==> config.mk <==
export PLATFORM = sky130hd
export DESIGN_NAME = dot_product_engine
export DESIGN_NICKNAME = d
export VERILOG_FILES = /design/src/rtl/dot_product_engine.sv
export SDC_FILE = /design/constraint.sdc
export NUM_CORES = 2
export LEC_CHECK = 0
export ABC_CLOCK_PERIOD_IN_PS = 12570
export CAP_MARGIN = 25
export CELL_PAD_IN_SITES_DETAIL_PLACEMENT = 1
export CELL_PAD_IN_SITES_GLOBAL_PLACEMENT = 1
export CORE_UTILIZATION = 56
export CTS_CLUSTER_SIZE = 10
export DETAILED_ROUTE_END_ITERATION = 8
export GPL_TIMING_DRIVEN = 0
export PLACE_DENSITY_LB_ADDON = 0.1
export SLEW_MARGIN = 30
export SYNTH_ARGS = -nofsm -noshare
export SYNTH_HDL_FRONTEND = slang
export SYNTH_SLANG_ARGS = --single-unit
==> constraint.sdc <==
create_clock -name clk -period 12.57 [get_ports clk]
set_input_delay 2.514 -clock clk [delete_from_list [all_inputs] [get_ports clk]]
set_output_delay 2.514 -clock clk [all_outputs]
set_load 0.005 [all_outputs]
==> src/rtl/dot_product_engine.sv <==
// Vector dot product: buffers A/B operands in sync-read RAMs, then streams them through a MUL_LAT-stage multiplier into an accumulator.
// Latency start->res_valid = len+MUL_LAT+2 edges; in_ready is low once the vector is loaded, result is held until res_ready.
module dot_product_engine #(
    parameter int DATA_W  = 16,
    parameter int DEPTH   = 16,
    parameter int ADDR_W  = 4,
    parameter int MUL_LAT = 3,
    parameter int ACC_W   = 40
) (
    input  logic              clk,
    input  logic              reset,
    input  logic              in_valid,
    output logic              in_ready,
    input  logic [DATA_W-1:0] in_a,
    input  logic [DATA_W-1:0] in_b,
    input  logic              in_last,
    input  logic              signed_mode,
    input  logic              start,
    output logic              busy,
    output logic              res_valid,
    input  logic              res_ready,
    output logic [ACC_W-1:0]  result,
    output logic              ovf
);
    localparam int PW = 2 * DATA_W + 2;

    typedef enum logic [1:0] {LOAD, COMPUTE, DRAIN, DONE} state_t;
    state_t state, state_nxt;

    logic [ADDR_W-1:0] cnt;
    logic [ADDR_W-1:0] idx;
    logic [ADDR_W:0]   len;
    logic              loaded;
    logic              ready_q;
    logic              mode;

    logic [DATA_W-1:0] mem_a [DEPTH];
    logic [DATA_W-1:0] mem_b [DEPTH];
    logic [DATA_W-1:0] rd_a;
    logic [DATA_W-1:0] rd_b;
    logic              rd_vld;

    logic [ACC_W-1:0]   pipe [MUL_LAT];
    logic [MUL_LAT-1:0] pipe_vld;
    logic [ACC_W-1:0]   acc;
    logic               acc_ovf;

    logic accept, last_beat, go, go_early, issue_last, drained, res_take;

    always_comb begin
        state_nxt  = state;
        accept     = 1'b0;
        last_beat  = 1'b0;
        go         = 1'b0;
        go_early   = 1'b0;
        issue_last = 1'b0;
        drained    = 1'b0;
        res_take   = 1'b0;
        in_ready   = 1'b0;
        busy       = 1'b0;
        res_valid  = 1'b0;
        case (state)
            LOAD: begin
                go        = start && loaded;
                // start on a partly loaded vector closes it; the beat offered alongside is refused
                go_early  = start && !loaded && (cnt != '0);
                in_ready  = ready_q && !go_early;
                accept    = in_valid && in_ready;
                last_beat = accept && (in_last || cnt == ADDR_W'(DEPTH - 1));
                if (go || go_early) state_nxt = COMPUTE;
            end
            COMPUTE: begin
                busy       = 1'b1;
                issue_last = ({1'b0, idx} == len - 1'b1);
                if (issue_last) state_nxt = DRAIN;
            end
            DRAIN: begin
                busy    = 1'b1;
                drained = !rd_vld && (pipe_vld == '0);
                if (drained) state_nxt = DONE;
            end
            DONE: begin
                res_valid = 1'b1;
                res_take  = res_ready;
                if (res_take) state_nxt = LOAD;
            end
            default: state_nxt = LOAD;
        endcase
    end

    always_ff @(posedge clk) begin
        if (reset) state <= LOAD;
        else       state <= state_nxt;
    end

    always_ff @(posedge clk) begin
        if (reset) begin
            cnt     <= '0;
            len     <= '0;
            loaded  <= 1'b0;
            ready_q <= 1'b1;
            idx     <= '0;
            mode    <= 1'b0;
            result  <= '0;
        end else begin
            if (accept) cnt <= cnt + 1'b1;
            if (last_beat) begin
                len     <= {1'b0, cnt} + 1'b1;
                loaded  <= 1'b1;
                ready_q <= 1'b0;
            end
            if (go_early) begin
                len     <= {1'b0, cnt};
                ready_q <= 1'b0;
            end
            if (go || go_early) begin
                mode <= signed_mode;
                idx  <= '0;
            end
            if (state == COMPUTE) idx <= idx + 1'b1;
            if (drained) result <= acc;
            if (res_take) begin
                cnt     <= '0;
                loaded  <= 1'b0;
                ready_q <= 1'b1;
            end
        end
    end

    always_ff @(posedge clk) begin
        if (accept) begin
            mem_a[cnt] <= in_a;
            mem_b[cnt] <= in_b;
        end
        rd_a <= mem_a[idx];
        rd_b <= mem_b[idx];
    end

    // One extra bit per operand lets a single signed multiply cover both modes
    logic signed [PW-1:0] op_a, op_b, prod;
    logic [ACC_W-1:0]     prod_ext;
    logic [ACC_W-1:0]     addend;
    logic [ACC_W:0]       sum;
    logic                 ovf_step;

    assign op_a     = PW'($signed({mode & rd_a[DATA_W-1], rd_a}));
    assign op_b     = PW'($signed({mode & rd_b[DATA_W-1], rd_b}));
    assign prod     = op_a * op_b;
    assign prod_ext = ACC_W'(prod);
    assign addend   = pipe[MUL_LAT-1];
    assign sum      = {1'b0, acc} + {1'b0, addend};
    assign ovf_step = mode ? ((acc[ACC_W-1] == addend[ACC_W-1]) && (sum[ACC_W-1] != acc[ACC_W-1]))
                           : sum[ACC_W];

    always_ff @(posedge clk) begin
        pipe[0] <= prod_ext;
        for (int k = 1; k < MUL_LAT; k++) pipe[k] <= pipe[k-1];
    end

    always_ff @(posedge clk) begin
        if (reset) begin
            rd_vld   <= 1'b0;
            pipe_vld <= '0;
            acc      <= '0;
            acc_ovf  <= 1'b0;
        end else begin
            rd_vld      <= (state == COMPUTE);
            pipe_vld[0] <= rd_vld;
            for (int k = 1; k < MUL_LAT; k++) pipe_vld[k] <= pipe_vld[k-1];
            if (go || go_early) begin
                acc     <= '0;
                acc_ovf <= 1'b0;
            end else if (pipe_vld[MUL_LAT-1]) begin
                acc <= sum[ACC_W-1:0];
                if (ovf_step) acc_ovf <= 1'b1;
            end
        end
    end

    assign ovf = acc_ovf;

endmodule

* Yosys cells after proc, flatten, opt, wreduce, memory -nomap -nowiden *
Memory sizes are Yosys's and may differ from the RTL's. A register that Yosys moved wholly into a read port is not among the register bits.
Index checks and enable logic that the tools add are counted.

word-level totals
  bits in registers = 103
  word-level logic and storage cells = 83
  input bits = 39
  memories = 3
  output and inout bits = 44
  RAM bits = 632

memory list
  name   words  bits a word  read ports  clocked after Yosys merged registers in  wr ports  line  RTL
  mem_a  16     16           1           1                                        1         37    logic [DATA_W-1:0] mem_a [DEPTH];
  mem_b  16     16           1           1                                        1         38    logic [DATA_W-1:0] mem_b [DEPTH];
  pipe   3      40           3           0                                        3         43    logic [ACC_W-1:0] pipe [MUL_LAT];

operators by class
  multipliers = 1
  multiplexer cells = 23
  reduce and logical (&&, ||, !) cells = 25
  bitwise logic cells = 2
  $add $sub $neg = 5
  equal/unequal tests = 11

operators with widths
  operator             number
  $add 40x40->41       1
  $mul 17x17->34       1
  $mux 4               4
  $mux 1               14
  $add 4x1->4 const B  2
  $logic_and 1x1->1    8
  $mux 2               4
  $ne 2x2->1 const B   4
  $pmux 2 s4           1
  $reduce_or 2->1      4
  $add 4x1->5 const B  1
  $eq 4x5->1           1
  $sub 5x1->5 const B  1
  $eq 2x2->1 const B   2
  $eq 4x4->1 const B   1
  $reduce_and 4->1     1
  $reduce_bool 2->1    2
  $reduce_bool 4->1    1
  $logic_not 1->1      3
  $logic_not 3->1      1
  $logic_or 1x1->1     3
  $and 1x1->1          2
  $eq 2x1->1 const B   1
  $logic_not 2->1      1
  other kinds (3)      3

* Logic depth before layout (Yosys ltp) *
  word-level depth = 10
  mapped depth = 26
  depth with buffers taken out = 25

* Worst setup path after synthesis *
Ideal clock, no wire load.

  kind = register to register
  from = register mode
  to = memory pipe[0][25]
  required time = 12.441 ns
  data arrival time = 5.913 ns
  stages on the path, launching flop included = 24
  slack = 6.528 ns
  setup time = 0.129 ns
  cells stage by stage = dfxtp_1 > and2_1 > clkbuf_1 > nand2_1 > inv_1 > fa_1 > fa_1 > inv_1 > fa_1 > inv_1 > fa_1 > fa_1 > inv_1 > fa_1 > inv_1 > ha_1 > and4_1 > a221oi_2 > o21ai_1 > o21ba_2 > a21o_1 > a21o_1 > a211oi_1 > a221oi_1

RTL lines
  element                   line  RTL
  start: declaration        35    logic mode;
  start signal: assignment  117   mode <= signed_mode;
  end: declaration          43

==> metrics.md <==
| Metric | Value |
|---|---|
| Die ar. | `0.0705 mm²` |
| Cell Area, Placed | `0.0418 mm²` |
| Top cell type by total area after synthesis | `edfxtp_1` |
| First-pass GRT wire length | `162,000 µm` |
| Final Critical Period | `7620 ps` |
| Clk sinks | `749` |
| Crit path max fanout | `10` |
| Status | `finished clean` |
| Final slew viol count | `0` |
| Post-CTS sizing | `0` |
| Async S/R FF share, synth | `0` |
| Synth area leaders | `edfxtp_1 (40%), fa_1 (15%), dfxtp_1 (12%)` |
| Htree depth | `3` |
| Gr usage total | `0.314` |
| Avg WL per Cell | `27.0 µm` |
| R2R setup slack | `4950 ps` |
| Worst R2R Path Depth | `25` |
| Post-DP HPWL | `76,100 µm` |
| End point of the critical path | `pipe[0][39]` |
| Vias in the first global route | `26,300` |
| Final net count | `3,492` |
| Clk pin slew, worst setup/hold paths | `60 ps` |
| R2r startpoint | `mode` |
| Most common cell in the netlist | `edfxtp_1` |
| GRT overflow | `0` |
| Core ar. | `0.0686 mm²` |
| Residual DRC count | `0` |
| Die height | `265 µm` |
| Max_cap viols | `0` |
| I/O Buffers | `82` |
| Final Hold Vio Count | `0` |
| Row Count | `96` |
| Hold Buf Count CTS | `0` |
| TNS Setup | `0 ps` |
| Worst-margin pin slew | `979 ps` |
| Mean Syn Cell Area | `13.9 µm²` |
| Required @ worst endpoint | `13,130 ps` |
| Final setup fails | `0` |
| Final WL | `108,000 µm` |
| Syn Nets | `3,277` |
| Synth Instances | `2,806` |
| Worst min-delay path class | `flop to flop` |
| Layout area overhead | `14.0%` |
| Clock Tree Buf Depth | `3` |
| Area of the mapped netlist | `0.0389 mm²` |
| Die W | `265 µm` |
| Hold_sp | `pipe[0][49]` |
| Fmax | `131 MHz` |
| IO Count | `83` |
| Clk root buf | `clkbuf_16` |
| CTS Buf Count | `86` |
| EDFF count, synth | `512` |
| FILL cells | `6,345` |
| TritonCTS clock tree | `done` |
| Largest net degree at the start of global routing | `17` |
| Via density | `5.93` |
| Tcrit/Tclk final | `0.606` |
| Register area share after synthesis | `0.517` |
| CP endpoint kind | `flop` |
| Worst Path Arrival | `8180 ps` |
| Initial antenna violation count | `3` |
| Proportion of layout cells with a drive suffix above 1 | `0.122` |
| Worst Setup Start Kind | `flop` |
| RSZ-0062 raised after global routing | `false` |
| Number of synthesis warnings | `0` |
| Synth top cells by count | `edfxtp_1 (512), inv_1 (348), fa_1 (297)` |
| Starting density of the core | `0.567` |
| Relative slew slack | `0.347` |
| Antenna-violating nets left | `0` |
| Clk_skew | `55.8 ps` |
| Main synth FF type | `edfxtp_1` |
| Setup crit start | `mode` |
| Placer Congestion | `0.921` |
| DRT Pass-1 Iters | `5` |
| Synth cell types | `78` |
| CP Class | `flop to flop` |
| DR iter-0 viols | `1,975` |
| Critical R2R Capture | `pipe[0][39]` |
| Fin area | `0.0443 mm²` |
| Clk_lat worst skew | `680 ps` |
| Yosys reg bits | `749` |
| Post-CTS Setup Bufs | `0` |
| Yosys top cell area share | `0.395` |
| DR vias | `23,700` |
==> state kept, by name (all words and copies together) (netlist names), 2 cells and up <==
name / count
rd_a: 16
state: 2
acc: 40
pipe: 102
mem_a: 256
len: 5
cnt: 4
result: 40
mem_b: 256
idx: 4
rd_b: 16
pipe_vld: 3
==> critical path: stages, from the launching register on <==
cell      delay, ps
dfxtp_1         740
and2_1          340
clkbuf_1        430
nand2_1         190
inv_1           160
fa_1            520
inv_1           150
fa_1            420
inv_1            80
fa_1            440
fa_1            520
fa_1            500
inv_1            50
fa_1            470
inv_1            40
ha_1            260
clkbuf_1        170
a21oi_1         270
nand2b_1        120
a211oi_1        390
o211ai_1        270
a31oi_1         280
a21oi_1         150
a21o_1          200
a21oi_1         180
xnor2_1         130
==> cells by family (layout without fill, tap and decap cells) <==
| logic type | count (synthesis) | in the layout | share of synthesized area |
|---|---|---|---|
| flops | 749 | 749 | 0.517 |
| other cells | 0 | 4 | 0 |
| xor+xnor | 81 | 81 | 0.0182 |
| mux | 184 | 184 | 0.0989 |
| simple gates | 612 | 612 | 0.0741 |
| fa+ha+maj | 432 | 432 | 0.196 |
| buf+inv | 462 | 722 | 0.0454 |
| compound gates | 286 | 286 | 0.0495 |
==> per-layer routing <==
metal | share of wire | global-route usage | up-vias
met5 | 0.00012 | 0 | -
li1 | - | - | 10100
met4 | 0.033 | 0.109 | 2
met2 | 0.53 | 0.567 | 982
met1 | 0.38 | 0.383 | 12400
met3 | 0.064 | 0.0476 | 234
==> layout make-up <==
class	count	area (µm²)	area share
sequential	749	20100	0.454
clock buffer	124	2340	0.0529
inverter	348	1310	0.0295
antenna	4	10.0	0.000226
timing repair buffer	127	1620	0.0366
tap	931	1160	0.0263
multi-input combinational	1595	17100	0.386
clock inverter	9	184	0.00415
buffer	114	469	0.0106
==> through the flow <==
stage / setup WS [ps] / hold WS, ps / std cells / util
floorplan: 6530 / 310 / 2806 / -
global placement: 3510 / 311 / 3819 / 0.596
detailed placement: 4880 / 313 / 3864 / 0.609
CTS: 4800 / 300 / 3997 / 0.646
global route: 4480 / 303 / 3999 / 0.646
finish: 4950 / 296 / 4001 / 0.646
==> how the worst min path moves through the flow <==
stage | endpoint | slack [ps] | depth (start not counted)
after floorplan | pipe[0][100] | 310 | 0
after global placement | pipe[0][59] | 310 | 0
after detailed placement | pipe[0][101] | 310 | 0
after CTS | pipe[0][89] | 300 | 0
after global routing | pipe[0][89] | 300 | 0
final | pipe[0][89] | 300 | 0
==> placed cells by master (no fill, tap or decap), types with 15 or more instances in the layout <==
cell / n
a211oi_1: 15
a21o_1: 35
a21oi_1: 112
and2_1: 133
buf_16: 22
buf_4: 19
clkbuf_1: 120
clkbuf_16: 86
clkdlybuf4s50_1: 82
dfxtp_1: 237
edfxtp_1: 512
fa_1: 297
ha_1: 135
inv_1: 348
mux2i_1: 24
mux4_2: 160
nand2_1: 267
nand3_1: 17
nor2_1: 102
o21ai_0: 28
xnor2_1: 58
xor2_1: 23
Power is not shown: default switching activity piles up to over one toggle a cycle in this logic, so the estimate is an artifact.
